### config.mk
export PLATFORM = sky130hd
export DESIGN_NAME = ofmap_collector_flat
export DESIGN_NICKNAME = d
export VERILOG_FILES = /design/src/rtl/ofmap_collector_if.sv /design/src/rtl/ofmap_collector.sv /design/src/flat_wrapper.sv
export SDC_FILE = /design/constraint.sdc
export NUM_CORES = 1
export LEC_CHECK = 0
export ABC_CLOCK_PERIOD_IN_PS = 5600
export CELL_PAD_IN_SITES_DETAIL_PLACEMENT = 1
export CELL_PAD_IN_SITES_GLOBAL_PLACEMENT = 1
export CORE_MARGIN = 1.5
export CORE_UTILIZATION = 50
export DETAILED_ROUTE_END_ITERATION = 10
export GPL_ROUTABILITY_DRIVEN = 0
export PLACE_DENSITY_LB_ADDON = 0.1
export SKIP_CTS_REPAIR_TIMING = 1
export SYNTH_ARGS = -nofsm -noshare
export SYNTH_HDL_FRONTEND = slang
export SYNTH_SLANG_ARGS = --single-unit
### constraint.sdc
create_clock -name clk -period 5.6 [get_ports clk]
set_clock_uncertainty 0.05 [all_clocks]
set_input_delay 1.4 -clock clk [delete_from_list [all_inputs] [get_ports clk]]
set_output_delay 1.4 -clock clk [all_outputs]
set_load 0.005 [all_outputs]
### src/rtl/ofmap_collector_if.sv
// Stream bundle between the systolic array outputs, the collector and the consumer.
// Latency: none, wires only.
// Backpressure: out_ready from the consumer; the input side has no ready and cannot be stalled.
interface ofmap_collector_if #(
  parameter int COLS = 4,
  parameter int PW   = 32,
  parameter int OW   = 8
);
  logic                     in_valid;
  logic [COLS-1:0][PW-1:0]  of_data;
  logic                     out_valid;
  logic                     out_ready;
  logic [COLS-1:0][OW-1:0]  out_data;

  modport master (
    output in_valid, of_data, out_ready,
    input  out_valid, out_data
  );

  modport slave (
    input  in_valid, of_data, out_ready,
    output out_valid, out_data
  );
endinterface

### src/rtl/ofmap_collector.sv
// De-skews array column outputs, requantizes each vector and queues it in an output FIFO.
// Latency: out_valid rises COLS+1 cycles after the column-0 in_valid cycle when the FIFO is empty.
// Backpressure: FIFO holds DEPTH vectors; a vector arriving while full with no pop is dropped (sticky overflow).
module ofmap_collector #(
  parameter int COLS  = 4,
  parameter int PW    = 32,
  parameter int OW    = 8,
  parameter int DEPTH = 4
) (
  input  logic                  clk,
  input  logic                  rst,
  input  logic                  start,
  input  logic [15:0]           num_vectors,
  input  logic [$clog2(PW)-1:0] shift,
  input  logic                  relu_en,
  output logic                  busy,
  output logic                  done,
  output logic                  overflow,
  ofmap_collector_if.slave      bus
);

  localparam int SW = $clog2(PW);
  localparam int AW = $clog2(DEPTH);
  localparam logic signed [PW-1:0] MAXV = {{(PW-OW+1){1'b0}}, {(OW-1){1'b1}}};
  localparam logic signed [PW-1:0] MINV = {{(PW-OW+1){1'b1}}, {(OW-1){1'b0}}};

  typedef enum logic [1:0] {IDLE, COLLECT, DRAIN} state_t;

  state_t                  state_q, state_d;
  logic [15:0]             num_q;
  logic [SW-1:0]           shift_q;
  logic                    relu_q;
  logic [15:0]             cap_cnt_q;
  logic                    done_q, done_d;
  logic                    overflow_q;
  logic [COLS-2:0]         vld_q;
  logic [COLS-1:0]         col_vld;
  logic signed [PW-1:0]    aligned [COLS];
  logic                    rq_vld_q;
  logic [COLS-1:0][OW-1:0] rq_q;
  logic [COLS-1:0][OW-1:0] mem_q [DEPTH];
  logic [AW-1:0]           wr_q, rd_q;
  logic [AW:0]             cnt_q, cnt_d;
  logic                    start_acc, in_acc, pop, full, wr_en, drop, drained;

  // Floor shift, optional ReLU, then clamp into the signed OW-bit range.
  function automatic logic [OW-1:0] requant(input logic signed [PW-1:0] x,
                                            input logic [SW-1:0] sh,
                                            input logic relu);
    logic signed [PW-1:0] y;
    logic [OW-1:0]        r;
    y = x >>> sh;
    if (relu && (y < 0)) y = '0;
    if (y > MAXV)      r = MAXV[OW-1:0];
    else if (y < MINV) r = MINV[OW-1:0];
    else               r = y[OW-1:0];
    return r;
  endfunction

  assign start_acc = (state_q == IDLE) && start;
  assign in_acc    = (state_q == COLLECT) && bus.in_valid;
  // col_vld[j] marks the cycle column j of some vector sits on of_data.
  assign col_vld   = {vld_q, in_acc};

  assign pop       = bus.out_valid && bus.out_ready;
  assign full      = (cnt_q == (AW+1)'(DEPTH));
  assign wr_en     = rq_vld_q && (!full || pop);
  assign drop      = rq_vld_q && full && !pop;
  assign drained   = (vld_q == '0) && !rq_vld_q && (cnt_q == '0);

  assign bus.out_valid = (cnt_q != '0);
  assign bus.out_data  = bus.out_valid ? mem_q[rd_q] : '0;
  assign done          = done_q;
  assign overflow      = overflow_q;

  // Column j needs COLS-1-j extra cycles so every column lines up with the last one.
  for (genvar j = 0; j < COLS; j++) begin : g_dsk
    if (j == COLS-1) begin : g_last
      assign aligned[j] = bus.of_data[j];
    end else begin : g_chain
      localparam int L = COLS-1-j;
      logic signed [PW-1:0] chain_q [L];
      // Per-column data delay line.
      always_ff @(posedge clk) begin
        if (rst) begin
          for (int s = 0; s < L; s++) chain_q[s] <= '0;
        end else begin
          chain_q[0] <= bus.of_data[j];
          for (int s = 1; s < L; s++) chain_q[s] <= chain_q[s-1];
        end
      end
      assign aligned[j] = chain_q[L-1];
    end
  end

  // Valid delay line plus the registered, requantized aligned vector.
  always_ff @(posedge clk) begin
    if (rst) begin
      vld_q    <= '0;
      rq_vld_q <= 1'b0;
      rq_q     <= '0;
    end else begin
      vld_q    <= col_vld[COLS-2:0];
      rq_vld_q <= col_vld[COLS-1];
      if (col_vld[COLS-1]) begin
        for (int j = 0; j < COLS; j++) rq_q[j] <= requant(aligned[j], shift_q, relu_q);
      end
    end
  end

  // FIFO occupancy: simultaneous write and pop leaves the count unchanged.
  always_comb begin
    cnt_d = cnt_q;
    if (wr_en && !pop)      cnt_d = cnt_q + (AW+1)'(1);
    else if (!wr_en && pop) cnt_d = cnt_q - (AW+1)'(1);
  end

  // FIFO storage and wrapping pointers.
  always_ff @(posedge clk) begin
    if (rst) begin
      for (int i = 0; i < DEPTH; i++) mem_q[i] <= '0;
      wr_q  <= '0;
      rd_q  <= '0;
      cnt_q <= '0;
    end else begin
      if (wr_en) begin
        mem_q[wr_q] <= rq_q;
        wr_q        <= wr_q + AW'(1);
      end
      if (pop) rd_q <= rd_q + AW'(1);
      cnt_q <= cnt_d;
    end
  end

  // Job configuration, capture count and the sticky overflow flag.
  always_ff @(posedge clk) begin
    if (rst) begin
      num_q      <= '0;
      shift_q    <= '0;
      relu_q     <= 1'b0;
      cap_cnt_q  <= '0;
      overflow_q <= 1'b0;
    end else begin
      if (start_acc) begin
        num_q      <= num_vectors;
        shift_q    <= shift;
        relu_q     <= relu_en;
        cap_cnt_q  <= '0;
        overflow_q <= 1'b0;
      end else begin
        if (col_vld[COLS-1]) cap_cnt_q <= cap_cnt_q + 16'd1;
        if (drop)            overflow_q <= 1'b1;
      end
    end
  end

  // FSM state register and registered done pulse.
  always_ff @(posedge clk) begin
    if (rst) begin
      state_q <= IDLE;
      done_q  <= 1'b0;
    end else begin
      state_q <= state_d;
      done_q  <= done_d;
    end
  end

  // FSM next state; dropped vectors still count toward the job length.
  always_comb begin
    state_d = state_q;
    case (state_q)
      IDLE:    if (start && (num_vectors != 16'd0)) state_d = COLLECT;
      COLLECT: if (col_vld[COLS-1] && ((cap_cnt_q + 16'd1) == num_q)) state_d = DRAIN;
      DRAIN:   if (drained) state_d = IDLE;
      default: state_d = IDLE;
    endcase
  end

  // FSM outputs: busy follows the state, done fires for empty jobs or a fully drained job.
  always_comb begin
    busy   = (state_q != IDLE);
    done_d = 1'b0;
    if ((state_q == IDLE) && start && (num_vectors == 16'd0)) done_d = 1'b1;
    if ((state_q == DRAIN) && drained)                         done_d = 1'b1;
  end

endmodule

### src/flat_wrapper.sv
// flat-port wrapper written by rule: the top's interface ports become plain ports
module ofmap_collector_flat 
#(
  parameter int COLS  = 4,
  parameter int PW    = 32,
  parameter int OW    = 8,
  parameter int DEPTH = 4
)
  (clk, rst, start, num_vectors, shift, relu_en, busy, done, overflow, bus_in_valid, bus_of_data, bus_out_ready, bus_out_valid, bus_out_data);
  ofmap_collector_if #(.COLS(COLS), .PW(PW), .OW(OW)) bus_i ();
  input  logic clk;
  input  logic rst;
  input  logic start;
  input  logic [15:0] num_vectors;
  input  logic [$clog2(PW)-1:0] shift;
  input  logic relu_en;
  output logic busy;
  output logic done;
  output logic overflow;
  input wire logic [$bits(bus_i.in_valid)-1:0] bus_in_valid;
  input wire logic [$bits(bus_i.of_data)-1:0] bus_of_data;
  input wire logic [$bits(bus_i.out_ready)-1:0] bus_out_ready;
  output wire logic [$bits(bus_i.out_valid)-1:0] bus_out_valid;
  output wire logic [$bits(bus_i.out_data)-1:0] bus_out_data;
  assign bus_i.in_valid = bus_in_valid;
  assign bus_i.of_data = bus_of_data;
  assign bus_i.out_ready = bus_out_ready;
  assign bus_out_valid = bus_i.out_valid;
  assign bus_out_data = bus_i.out_data;
  ofmap_collector #(.COLS(COLS), .PW(PW), .OW(OW), .DEPTH(DEPTH)) u_core (.clk(clk), .rst(rst), .start(start), .num_vectors(num_vectors), .shift(shift), .relu_en(relu_en), .busy(busy), .done(done), .overflow(overflow), .bus(bus_i));
endmodule
=== Word level (Yosys, flattened, before mapping) ===
Memories as Yosys holds them, arrays and structs flattened. A register that Yosys moved wholly into a read port is not among the register bits.
Cells that the tools add are included.

* Register bits after elaboration: 85
* Bits in latches: 0
* RAM bits: 320
* Memory bits (read-only): 0
* Input port bits: 155
* Output and inout port bits: 36
* Memories: 4

* Add/sub/neg operators: 5
* Multipliers: 0
* Div/mod/pow operators: 0
* $lt $le $gt $ge: 12
* Equal/unequal tests: 7
* Shift operators: 4
* Multiplexer cells: 47
* Bitwise operators: 5
* Reductions and logical operators: 35

{| class="wikitable"
|+ Memory list
! memory !! words !! bits a word !! read ports !! clocked after memory_dff !! wr ports !! RTL line !! source
|-
| u_core.mem_q || 4 || 32 || 1 || 1 || 4 || ofmap_collector.sv:41 || <nowiki>logic [COLS-1:0][OW-1:0] mem_q [DEPTH];</nowiki>
|-
| u_core.g_dsk[0].g_chain.chain_q || 3 || 32 || 3 || 0 || 3 || ofmap_collector.sv:82 || <nowiki>logic signed [PW-1:0] chain_q [L];</nowiki>
|-
| u_core.g_dsk[1].g_chain.chain_q || 2 || 32 || 2 || 0 || 2 || ofmap_collector.sv:82 ||
|-
| u_core.g_dsk[2].g_chain.chain_q || 1 || 32 || 1 || 0 || 1 || ofmap_collector.sv:82 ||
|}

{| class="wikitable"
|+ Operator list
! cell !! number
|-
| two-way mux 32 bit || 20
|-
| > comparator 32 x 8 -> 1 bit (second input constant) || 4
|-
| less-than comparator 32 x 1 -> 1 bit (second input constant) || 4
|-
| less-than comparator 32 x 8 -> 1 bit (second input constant) || 4
|-
| >>> shifter 32 x 5 -> 32 bit || 4
|-
| two-way mux 8 bit || 8
|-
| OR reduction 32 bit || 2
|-
| logical AND 1 bit || 18
|-
| adder 16 x 1 -> 16 bit (second input constant) || 1
|-
| equality test 16 bit || 1
|-
| zero test 16 bit || 1
|-
| nonzero test 16 bit || 1
|-
| two-way mux 2 bit || 6
|-
| two-way mux 1 bit || 10
|-
| zero test 3 bit || 2
|-
| two-way mux 3 bit || 2
|-
| one-hot mux 2 bit (3 select lines) || 1
|-
| bitwise OR 1 bit || 5
|-
| adder 2 x 1 -> 2 bit (second input constant) || 2
|-
| zero test 1 bit || 4
|-
| != test 2 bit (second input constant) || 2
|-
| nonzero test 2 bit || 2
|-
| adder 3 x 1 -> 3 bit (second input constant) || 1
|-
| equality test 3 bit (second input constant) || 1
|-
| 9 further kinds || 9
|}

=== Logic depth before layout (Yosys ltp) ===
* Word-level depth: 9
* Depth in mapped cells: 15

=== Least setup slack after synthesis ===
No wires, ideal clock.

* Path kind: input-to-reg
* Start point: input bus_of_data[127]
* End point: register u_core.rq_q[24] (netlist bit)
* Library setup time: 0.080 ns
* Data arrival time: 3.689 ns
* Required time: 5.470 ns
* Setup slack: 1.781 ns
* Stages: 9
* Path buffers: 2
* Path through: clkbuf_1 inv_1 mux4_2 and4bb_1 nand4_1 or4_1 buf_2 a221o_1 a211oi_2

* Longest elaborated chain between the ends: 9
* Elaborated cells on any way between the ends: 10
* Those cells by class: 3 x order compare; 1 x shift; 5 x mux; 1 x reduce/logical

{| class="wikitable"
|+ RTL lines
! element !! RTL line !! source
|-
| start, declared || flat_wrapper.sv:21 || <nowiki>input wire logic [$bits(bus_i.of_data)-1:0] bus_of_data;</nowiki>
|-
| >>> shifter 32 x 5 -> 32 bit * || ofmap_collector.sv:52 || <nowiki>y = x >>> sh;</nowiki>
|-
| less-than comparator 32 x 1 -> 1 bit || ofmap_collector.sv:53 || <nowiki>if (relu && (y < 0)) y = '0;</nowiki>
|-
| logical AND 1 bit || ofmap_collector.sv:53 ||
|-
| two-way mux 32 bit * || ofmap_collector.sv:53 ||
|-
| two-way mux 32 bit * || ofmap_collector.sv:105 || <nowiki>if (col_vld[COLS-1]) begin</nowiki>
|-
| two-way mux 32 bit * || ofmap_collector.sv:98 || <nowiki>if (rst) begin</nowiki>
|-
| less-than comparator 32 x 8 -> 1 bit || ofmap_collector.sv:55 || <nowiki>else if (y < MINV) r = MINV[OW-1:0];</nowiki>
|-
| two-way mux 8 bit || ofmap_collector.sv:55 ||
|-
| two-way mux 8 bit * || ofmap_collector.sv:54 || <nowiki>if (y > MAXV) r = MAXV[OW-1:0];</nowiki>
|-
| end signal, assigned || ofmap_collector.sv:101 || <nowiki>rq_q <= '0;</nowiki>
|-
| end, declared || ofmap_collector.sv:40 || <nowiki>logic [COLS-1:0][OW-1:0] rq_q;</nowiki>
|}

Mark *: on every way between the ends. The rest lies on a longest branch, timed or not. The select of a mux whose other input is x is not followed.
A chain may end at the register's enable or synchronous reset.

==> run_results.csv <==
group,metric,value,unit
run_status,status,"finished, final reports clean",
clock_tree,clock-root-buffer,"clkbuf_16",
final_layout,layout.nets,2351,
route,vias,16900,
global_routing,met1_usage,37.0,%
pwr,powerDensity,302,nW/um^2
global_routing,grt_pass1_vias,17500,
worst_hold_path,hold_start,"u_core.g_dsk[1].g_chain.chain_q[0][1]$_SDFF_PP0_",
synthesis,ys_async_sr_fraction,0,%
synthesis,syn_inst,2098,
synthesis,syn_area_per_cell,10.4,sq um
place,placed_cells,2734,
clock_tree,tritoncts,"yes",
final_layout,fin_util,59.0,%
sta,max_freq,230,MHz
worst_hold_path,hold_class,"reg -> reg",
synthesis,synth_ff_type,"dfxtp_1",
sta,finalHoldViolations,0,
final_layout,instances_no_fill,2812,
sta,period_minus_slack,4.35,ns
clock_tree,clk_latency,0.57,ns
final_layout,layout-drive-gt1-share,14.3,%
global_routing,grt_max_degree,102,
pwr,ir_drop,0.000240,V
setup_path,r2r-start,"u_core.shift_q[1]$_SDFFE_PP0P_",
sta,tns,0,ns
sta,whs,0.389,ns
place,place_area,24000,sq um
setup_path,worstPathCellList,"buf_4, mux4_2, and2_1, clkdlybuf4s50_1",
setup_path,worst_path_max_delay_cell,"dfxtp_2",
global_routing,grtUsageMet3,4.89,%
clock_tree,cts_sinks,407,
setup_path,path_class,"reg -> out",
global_routing,gr-max-usage-layer,"met2",
synthesis,ys_types,84,
die,rows,76,
sta,setup_slack,1.25,ns
setup_path,crit_path_end_kind,"primary output",
pwr,p_total,7.68,mW
sta,slew-limit-headroom,32.5,%
synthesis,yosysWarnings,0,
global_routing,grt_remaining_overflow,0,
sta,period_share,77.6,%
sta,tightest_slew,1.01,ns
clock_tree,cts_made_buffers,42,
setup_path,slowest_delay,0.79,ns
synthesis,ys_seq_elements,407,
setup_path,worstPathMaxFanout,18,
route,wirelength,62.2,mm
setup_path,startpoint_type,"flop",
pwr,p_leak,9.23,nW
route,drt_pass1_iterations,5,
setup_path,path_delay_family,"flip-flops",
clock_tree,htreeDepth,2,
flow_run,cap_violations,0,
final_layout,n_fill_cell,4560,
synthesis,yosysSeqAreaShare,43.1,%
die,die_x,212,um
setup_path,cp_data_arrival_time,2.90,ns
final_layout,area_growth,16.3,%
die,dieArea,45000,sq um
die,placeableCoreArea,43100,sq um
die,pin_count,191,
place,portBuffers,190,
setup_path,critical_path_buf_inv_count,2,
setup_path,crit_required,4.15,ns
route,ant_nets,0,
route,wl_per_cell,22.1,um
synthesis,synth_edf_count,128,
synthesis,synthesis.area,21900,sq um
die,dieHeight,212,um
clock_tree,clk_path_buf_depth,3,
die,start_util,50.7,%
sta,rsz0062_at_grt,"no",
place,dp_slack,0.869,ns
sta,maxSlewViolCount,0,
global_routing,grtUsageTotal,27.9,%
sta,finalSetupViolCount,0,
synthesis,syn_nets,2256,
global_routing,met2_usage,47.1,%
route,viasPerCell,6.02,
final_layout,post-route-cell-area,25400,sq um
route,drt_iter0_drc,1149,
global_routing,grt_pass1_wl,98.2,mm
clock_tree,cts.clk_slew.worst_paths,0.06,ns
global_routing,antenna_found_initial,1,
place,dp_hpwl,43.5,mm
route,drc,0,
==> state kept, by name, summed over array words and instances (netlist names), 3 cells and up, named ones only <==
name,cells
u_core.shift_q,5
u_core.vld_q,3
u_core.cnt_q,3
u_core.num_q,16
u_core.g_dsk.g_chain.chain_q,192
u_core.mem_q,128
u_core.cap_cnt_q,16
u_core.rq_q,32
==> synthesized netlist by cell type, drive strengths merged (6+ instances only) <==
master / instances / share of area, %
nand4: 19 / 0.54
a21oi: 64 / 1.5
xor2: 23 / 0.92
a22oi: 9 / 0.31
buf: 68 / 1.9
nor2b: 201 / 5.8
o211ai: 22 / 0.76
edfxtp: 128 / 18
mux2i: 65 / 3.0
nor3: 14 / 0.34
dfxtp: 279 / 26
clkbuf: 100 / 1.7
and2: 76 / 2.2
o21ai: 53 / 1.2
a211oi: 46 / 1.7
a221o: 11 / 0.50
mux4: 143 / 15
nand3: 25 / 0.57
a31oi: 16 / 0.46
o21a: 7 / 0.24
nor2: 202 / 3.5
nand2b: 18 / 0.52
and3: 9 / 0.26
a211o: 6 / 0.24
nor4: 16 / 0.53
inv: 49 / 0.85
xnor2: 22 / 0.88
nand2: 222 / 3.8
mux2: 45 / 2.3
or2: 8 / 0.23
or3: 10 / 0.29
o22ai: 17 / 0.49
==> per-layer routing <==
metal	vias to the layer above	wire length, um
met2	583	30400
met1	8440	26400
met4	0	1500
li1	7792	-
met5	-	0
met3	119	3920
==> worst paths after layout <==
kind                                                                     endpoint  slack [ns]  cells past startpoint
worst min register to register  u_core.g_dsk[1].g_chain.chain_q[0][33]$_SDFF_PP0_        0.39                      1
worst max-delay path                                             bus_out_data[25]        1.25                      4
worst max register to register                       u_core.rq_q[28]$_SDFFE_PP0P_        1.40                      9
worst min-delay path            u_core.g_dsk[1].g_chain.chain_q[0][33]$_SDFF_PP0_        0.39                      1
==> cell usage in the layout, fill, tap and decap left out, types with 23 or more instances in the layout <==
master,instances
nor2b_1,201
xor2_1,23
dfxtp_1,271
mux2_2,44
inv_1,45
mux4_2,136
a211oi_1,39
a21oi_1,64
clkdlybuf4s50_1,189
edfxtp_1,128
o21ai_0,52
buf_4,28
nand3_1,25
nand2_1,222
clkbuf_16,44
mux2i_1,65
nor2_1,200
and2_1,75
==> cell type report <==
cell class / instances / area, sq um / area share [%]
Clock buffer: 59 / 1200 / 4.71
Timing Repair Buffer: 219 / 2140 / 8.40
Tap cell: 585 / 732 / 2.88
Sequential cell: 407 / 9450 / 37.2
Clock inverter: 17 / 223 / 0.876
Antenna cell: 2 / 5.00 / 0.0197
Multi-Input combinational cell: 1474 / 11500 / 45.2
Inverter: 49 / 186 / 0.734
==> power by group <==
group / switching, mW / internal [mW] / total (mW)
Combinational: 0.728 / 0.745 / 1.47
Clock: 1.18 / 1.73 / 2.91
Sequential: 0.133 / 3.16 / 3.29
Total: 2.04 / 5.63 / 7.68
==> worst register-to-register path, cell delays in order (launching register included) <==
cell	delay, ns
dfxtp_4	0.93
buf_4	0.52
mux2i_1	0.13
mux2_4	0.29
mux4_2	0.50
and4bb_1	0.27
nand4_1	0.10
or4_1	0.70
a221o_1	0.37
a211oi_2	0.25
==> cell families after synthesis <==
group	after synthesis	share of synthesized area, %
AOI/OAI and AO/OA	330	10.9
buffers and inverters	217	4.43
adders and majority gates	3	0.206
xor gates and xnor gates	45	1.80
and+or+nand+nor	843	19.4
DFF	407	43.1
muxes	253	20.2
No activity file was read; power rests on OpenSTA's default activity.
